==> src/rtl/fetch_redirect_unit_pkg.sv <==
// Shared definitions for the fetch/redirect unit.
//   XLEN      - default address/instruction width
//   RESET_PC  - default first fetch address after reset
//   PC_INC    - sequential fetch stride in bytes
//   fetch_state_e - fetch controller states
package fetch_redirect_unit_pkg;
  localparam int              XLEN     = 32;
  localparam logic [XLEN-1:0] RESET_PC = 32'h0000_0000;
  localparam int              PC_INC   = 4;

  typedef enum logic [1:0] {
    S_IDLE,
    S_FETCH,
    S_HOLD,
    S_DISCARD
  } fetch_state_e;
endpackage

==> src/rtl/fetch_skid_buf.sv <==
// One-entry skid register holding an instruction fetched while IF/ID was
// stalled.
//   clk, rst_n     - clock, async active-low reset
//   load_i         - capture data_i/pc_i and mark valid
//   clear_i        - invalidate the entry (wins over load_i)
//   data_i, pc_i   - instruction and its address
//   valid_o, data_o, pc_o - stored entry
module fetch_skid_buf #(
  parameter int XLEN = 32
) (
  input  logic            clk,
  input  logic            rst_n,
  input  logic            load_i,
  input  logic            clear_i,
  input  logic [XLEN-1:0] data_i,
  input  logic [XLEN-1:0] pc_i,
  output logic            valid_o,
  output logic [XLEN-1:0] data_o,
  output logic [XLEN-1:0] pc_o
);
  logic            valid_q;
  logic [XLEN-1:0] data_q, pc_q;

  always_ff @(posedge clk or negedge rst_n) begin
    if (!rst_n) begin
      valid_q <= 1'b0;
      data_q  <= '0;
      pc_q    <= '0;
    end else if (clear_i) begin
      valid_q <= 1'b0;
    end else if (load_i) begin
      valid_q <= 1'b1;
      data_q  <= data_i;
      pc_q    <= pc_i;
    end
  end

  assign valid_o = valid_q;
  assign data_o  = data_q;
  assign pc_o    = pc_q;
endmodule

==> src/rtl/fetch_redirect_unit.sv <==
// Instruction fetch controller with branch redirect handling.
// Keeps at most one instruction-memory request outstanding, fills the IF/ID
// register, parks a response in a skid buffer when IF/ID is stalled, and
// drops in-flight responses made stale by a redirect.
//   clk, rst_n                 - clock, async active-low reset
//   switch_branch, branch_target - redirect request and address
//   stall                      - hold IF/ID
//   imem_req, imem_addr        - memory request
//   imem_ack, imem_rdata       - memory response
//   ifid_valid/instr/pc        - IF/ID pipeline register
//   flush_idex                 - one-cycle squash of ID/EX after a redirect
module fetch_redirect_unit #(
  parameter int              XLEN     = fetch_redirect_unit_pkg::XLEN,
  parameter logic [XLEN-1:0] RESET_PC = fetch_redirect_unit_pkg::RESET_PC
) (
  input  logic            clk,
  input  logic            rst_n,
  input  logic            switch_branch,
  input  logic [XLEN-1:0] branch_target,
  input  logic            stall,
  output logic            imem_req,
  output logic [XLEN-1:0] imem_addr,
  input  logic            imem_ack,
  input  logic [XLEN-1:0] imem_rdata,
  output logic            ifid_valid,
  output logic [XLEN-1:0] ifid_instr,
  output logic [XLEN-1:0] ifid_pc,
  output logic            flush_idex
);
  import fetch_redirect_unit_pkg::*;

  localparam logic [XLEN-1:0] INC = XLEN'(PC_INC);

  fetch_state_e    state_q, state_d;
  logic [XLEN-1:0] pc_q, pc_d;             // next address to fetch
  logic [XLEN-1:0] req_addr_q, req_addr_d; // address of the live request
  logic            ifid_valid_q, ifid_valid_d;
  logic [XLEN-1:0] ifid_instr_q, ifid_instr_d;
  logic [XLEN-1:0] ifid_pc_q, ifid_pc_d;
  logic            flush_q;

  logic            skid_load, skid_clear, skid_valid;
  logic [XLEN-1:0] skid_data, skid_pc;
  logic [XLEN-1:0] tgt, pc_inc;

  assign tgt    = {branch_target[XLEN-1:2], 2'b00};
  assign pc_inc = req_addr_q + INC;

  always_comb begin
    state_d      = state_q;
    pc_d         = pc_q;
    req_addr_d   = req_addr_q;
    ifid_valid_d = ifid_valid_q;
    ifid_instr_d = ifid_instr_q;
    ifid_pc_d    = ifid_pc_q;
    skid_load    = 1'b0;
    skid_clear   = 1'b0;

    if (switch_branch) begin
      // Redirect beats stall and ack. An unacked request cannot be
      // cancelled, so it is drained in DISCARD before the target is fetched.
      pc_d         = tgt;
      ifid_valid_d = 1'b0;
      skid_clear   = 1'b1;
      case (state_q)
        S_FETCH, S_DISCARD: begin
          if (imem_ack) begin
            state_d    = S_FETCH;
            req_addr_d = tgt;
          end else begin
            state_d = S_DISCARD;
          end
        end
        default: begin
          state_d    = S_FETCH;
          req_addr_d = tgt;
        end
      endcase
    end else begin
      case (state_q)
        S_IDLE: begin
          if (!stall) begin
            state_d    = S_FETCH;
            req_addr_d = pc_q;
          end
        end
        S_FETCH: begin
          if (imem_ack) begin
            pc_d = pc_inc;
            if (stall) begin
              skid_load = 1'b1;
              state_d   = S_HOLD;
            end else begin
              ifid_valid_d = 1'b1;
              ifid_instr_d = imem_rdata;
              ifid_pc_d    = req_addr_q;
              req_addr_d   = pc_inc;
            end
          end else if (!stall) begin
            ifid_valid_d = 1'b0;
          end
        end
        S_HOLD: begin
          if (!stall) begin
            ifid_valid_d = skid_valid;
            ifid_instr_d = skid_data;
            ifid_pc_d    = skid_pc;
            skid_clear   = 1'b1;
            state_d      = S_FETCH;
            req_addr_d   = pc_q;
          end
        end
        S_DISCARD: begin
          if (imem_ack) begin
            state_d    = S_FETCH;
            req_addr_d = pc_q;
          end
        end
        default: state_d = S_IDLE;
      endcase
    end
  end

  always_ff @(posedge clk or negedge rst_n) begin
    if (!rst_n) begin
      state_q      <= S_IDLE;
      pc_q         <= RESET_PC;
      req_addr_q   <= RESET_PC;
      ifid_valid_q <= 1'b0;
      ifid_instr_q <= '0;
      ifid_pc_q    <= '0;
      flush_q      <= 1'b0;
    end else begin
      state_q      <= state_d;
      pc_q         <= pc_d;
      req_addr_q   <= req_addr_d;
      ifid_valid_q <= ifid_valid_d;
      ifid_instr_q <= ifid_instr_d;
      ifid_pc_q    <= ifid_pc_d;
      flush_q      <= switch_branch;
    end
  end

  fetch_skid_buf #(.XLEN(XLEN)) u_skid (
    .clk     (clk),
    .rst_n   (rst_n),
    .load_i  (skid_load),
    .clear_i (skid_clear),
    .data_i  (imem_rdata),
    .pc_i    (req_addr_q),
    .valid_o (skid_valid),
    .data_o  (skid_data),
    .pc_o    (skid_pc)
  );

  // Request is a pure decode of the state register; DISCARD keeps the old
  // request alive until memory answers it.
  assign imem_req   = (state_q == S_FETCH) || (state_q == S_DISCARD);
  assign imem_addr  = req_addr_q;
  assign ifid_valid = ifid_valid_q;
  assign ifid_instr = ifid_instr_q;
  assign ifid_pc    = ifid_pc_q;
  assign flush_idex = flush_q;
endmodule

==> config.mk <==
export PLATFORM = sky130hd
export DESIGN_NAME = fetch_redirect_unit
export DESIGN_NICKNAME = d
export VERILOG_FILES = /design/src/rtl/fetch_redirect_unit_pkg.sv /design/src/rtl/fetch_skid_buf.sv /design/src/rtl/fetch_redirect_unit.sv
export SDC_FILE = /design/constraint.sdc
export NUM_CORES = 1
export LEC_CHECK = 0
export ABC_AREA = 1
export BUFFER_PORTS_ARGS = -buffer_cell sky130_fd_sc_hd__buf_2
export CAP_MARGIN = 10
export CORE_AREA = 4 4 147 205
export CTS_CLUSTER_DIAMETER = 30
export DETAILED_ROUTE_END_ITERATION = 16
export DIE_AREA = 0 0 151 209
export SLEW_MARGIN = 5
export SYNTH_ARGS = -nofsm -noshare
export SYNTH_HDL_FRONTEND = slang
export SYNTH_HIERARCHICAL = 1
export SYNTH_SLANG_ARGS = --single-unit
==> constraint.sdc <==
create_clock -name clk -period 2.4 [get_ports clk]
set_clock_uncertainty 0.15 [all_clocks]
set_input_delay 0.48 -clock clk [delete_from_list [all_inputs] [get_ports clk]]
set_output_delay 0.48 -clock clk [all_outputs]
set_load 0.01 [all_outputs]
==> impl_metrics.ini <==
[outcome]
status = completed

[floorplanning]
coreArea_mm2 = 0.0283
io_pins = 168
rows = 73
initial_utilization = 0.345
dieWidth_um = 151
die-area_mm2 = 0.0316
die_h_um = 209

[clock_tree]
cts_tree = done
cts_made_buffers = 17
cts_root_buffer = clkbuf_16
htreeDepth = 4
ctsResizeCount = 0
cts_setup_buffers = 0
worstSkewPairLatency_ps = 450
path_clk_slew_ps = 70
cts.path.max_buffers = 2
cts.sinks = 197

[global_route]
grt_pass1_vias = 8504
track_usage = 0.182
grt_pass1_wl_um = 45600
grt_max_degree = 69
grt_remaining_overflow = 0
antenna_found_initial = 0

[yosys]
yosysTopAreaCell = dfrtp_1
syn_nets = 1297
ys_warn_count = 6
netlist_area_mm2 = 0.00976
ys_types = 31
synth_area_leaders = dfrtp_1, nand2_1, nor2_1
yosysTopAreaCellShare = 0.505
synth-seq-cells = 197
synth_cells = 1223
avgSynthCellArea_um2 = 7.98
ys_seq_area_frac = 0.505

[layout]
stdcell_area_mm2 = 0.0115
final_nets = 1429
antenna_cells = 0
final_layout_size_suffix_gt1_frac = 0.188
syn2layout_area_growth_pct = 17.4

[sta]
fin_crit_ps = 2150
worst_slack_ps = 249
setup_viol = 0
fmaxAchievable_ghz = 0.465
slew_headroom = 0.393
rsz0062_at_grt = false
hold_viol = 0
fin_tns_setup_ps = 0
period_share = 0.896
tightest_slew_ps = 909
holdWs_ps = 136
finalMaxSlewViolations = 0

[pwr]
ir_drop_mv = 0.602
cellLeakagePower_nw = 5.52
p_per_area_mw_per_mm2 = 1320

[drt]
drt_pass1_iterations = 5
via_per_inst = 4.90
vias = 8529
final_antenna_net_count = 0
routed_wl_um = 27700
remaining_drc_errors = 0
drt_iter0_markers = 472
post_drt_wl_per_cell_um = 15.9

[worst_setup_path]
crit_path_start_kind = flop
cp-startpoint = state_q[1]
critical_path_required_ps = 2590
worstSetupEndpoint = imem_addr[0]
cp_num_buf_inv = 3
cp-end-kind = flop
reg2reg_slack_ps = 250
critPathSlowestCell = dfrtp_1
r2r-end = imem_addr[0]
crit_arrival_ps = 2340
cp_top_family = simple AND/OR/NAND/NOR gates
cp_max_fo = 24
crit_type = reg2reg
timing.rr.start = state_q[1]
path_depth = 10
reg2reg_depth = 10
crit_path_max_incr_delay_ps = 370
path_cells = inv_1 > ha_1 > inv_2 > nor2_2 > nand2_1 > nand2_1 > nor2_2 > buf_4 > nand2_2 > o31ai_1

[placement]
port_buffers = 165
place_area_mm2 = 0.0109
dp_hpwl_um = 19000
gp_congestion = 0.827
place_ws_ps = 266

[worst_hold_path]
hold_path_class = in2reg
worstHoldStart = imem_rdata[27]

[run]
cap_viol_max_count = 0
-- layer usage --
metal / GRT usage / share of wire
met5: 0 / 0
met4: 0.0776 / 0.033
met3: 0.0347 / 0.045
met2: 0.304 / 0.50
met1: 0.228 / 0.42
-- Yosys cell counts (all sizes together) --
library cell	n
nand2	418
dfrtp	197
nor2	189
nand3	88
a31oi	71
a21oi	69
buf	56
inv	37
clkbuf	22
a22o	21
o21ai	19
xor2	8
nand3b	6
xnor2	6
ha	5
o211ai	4
a21boi	2
o31ai	2
a22oi	1
and2	1
nand4	1
-- how the worst min path moves through the flow --
| stage | to | slack, ps | depth (start not counted) |
|---|---|---|---|
| after floorplan | flush_idex | 30 | 0 |
| after global placement | u_skid/pc_o[15] | 300 | 2 |
| after detailed placement | pc_q[2] | 310 | 1 |
| after CTS | u_skid/data_o[27] | 100 | 3 |
| after global routing | u_skid/data_o[4] | 120 | 3 |
| final | u_skid/data_o[27] | 140 | 3 |
-- cells in the final DEF, fill, tap and decap left out, drive strengths merged --
cell type / Yosys / routed
nand2: 418 / 418
dfrtp: 197 / 197
nor2: 189 / 189
buf: 56 / 189
nand3: 88 / 88
a31oi: 71 / 71
a21oi: 69 / 69
inv: 37 / 37
a22o: 21 / 21
clkbuf: 22 / 20
o21ai: 19 / 19
xor2: 8 / 8
nand3b: 6 / 6
xnor2: 6 / 6
clkinv: 0 / 6
clkinvlp: 0 / 5
ha: 5 / 5
o211ai: 4 / 4
o31ai: 2 / 2
a21boi: 2 / 2
nand4: 1 / 1
and2: 1 / 1
a22oi: 1 / 1
bufinv: 0 / 1
dlygate4sd3: 0 / 1
-- worst min-delay path, delay by kind of cell --
kind                   cells  cell delay [ps]
buffers and inverters      1               90
and+or+nand+nor            2              130
-- cell type report --
| type | count | area (um2) |
|---|---|---|
| sequential | 197 | 4930 |
| inverter | 37 | 139 |
| fill | 2951 | 16900 |
| clock buffer | 19 | 443 |
| multi-input combinational | 911 | 4250 |
| timing repair buffer | 191 | 1120 |
| tap | 375 | 469 |
| clock inverter | 12 | 109 |
-- timing repair --
| action | 4_1_cts | 5_1_grt |
|---|---|---|
| hold buffers | 1 | 0 |
| endpoints found under the hold margin | 41 | 0 |
| endpoints found under the setup margin | 0 | 0 |
-- registers in the layout, indices dropped and copies added, names as in the netlist --
name,cells
ifid_instr,32
ifid_pc,32
imem_addr,32
pc_q,32
u_skid/data_o,32
u_skid/pc_o,32
state_q,2
flush_idex,1
ifid_valid,1
u_skid/valid_o,1
-- through the flow --
| step | cells | util | power [W] |
|---|---|---|---|
| final | 1742 | 0.405 | 0.0152 |
| after global routing | 1742 | 0.405 | 0.0165 |
| after CTS | 1742 | 0.405 | 0.0154 |
| after detailed placement | 1710 | 0.385 | 0.0126 |
| after global placement | 1710 | 0.385 | 0.0124 |
| after floorplan | 1223 | - | 0.0102 |
-- kinds of logic (layout without fill, tap and decap cells) --
group | after synthesis | in the layout | synth area share
adder cells (fa/ha/maj) | 5 | 5 | 0.00641
XOR/XNOR | 14 | 14 | 0.0141
AND/OR/NAND/NOR | 703 | 703 | 0.297
AO/OA/AOI/OAI | 189 | 189 | 0.116
flip-flops | 197 | 197 | 0.505
buffers and inverters | 115 | 259 | 0.0618
-- report_power, final --
part / switching, W / total (W) / internal, W / leakage (nW)
Sequential: 0.00134 / 0.00624 / 0.00491 / 2.33
Clock: 0.00129 / 0.00274 / 0.00145 / 0.257
Combinational: 0.00386 / 0.00618 / 0.00232 / 2.93
(Power assumes the default switching activity.)
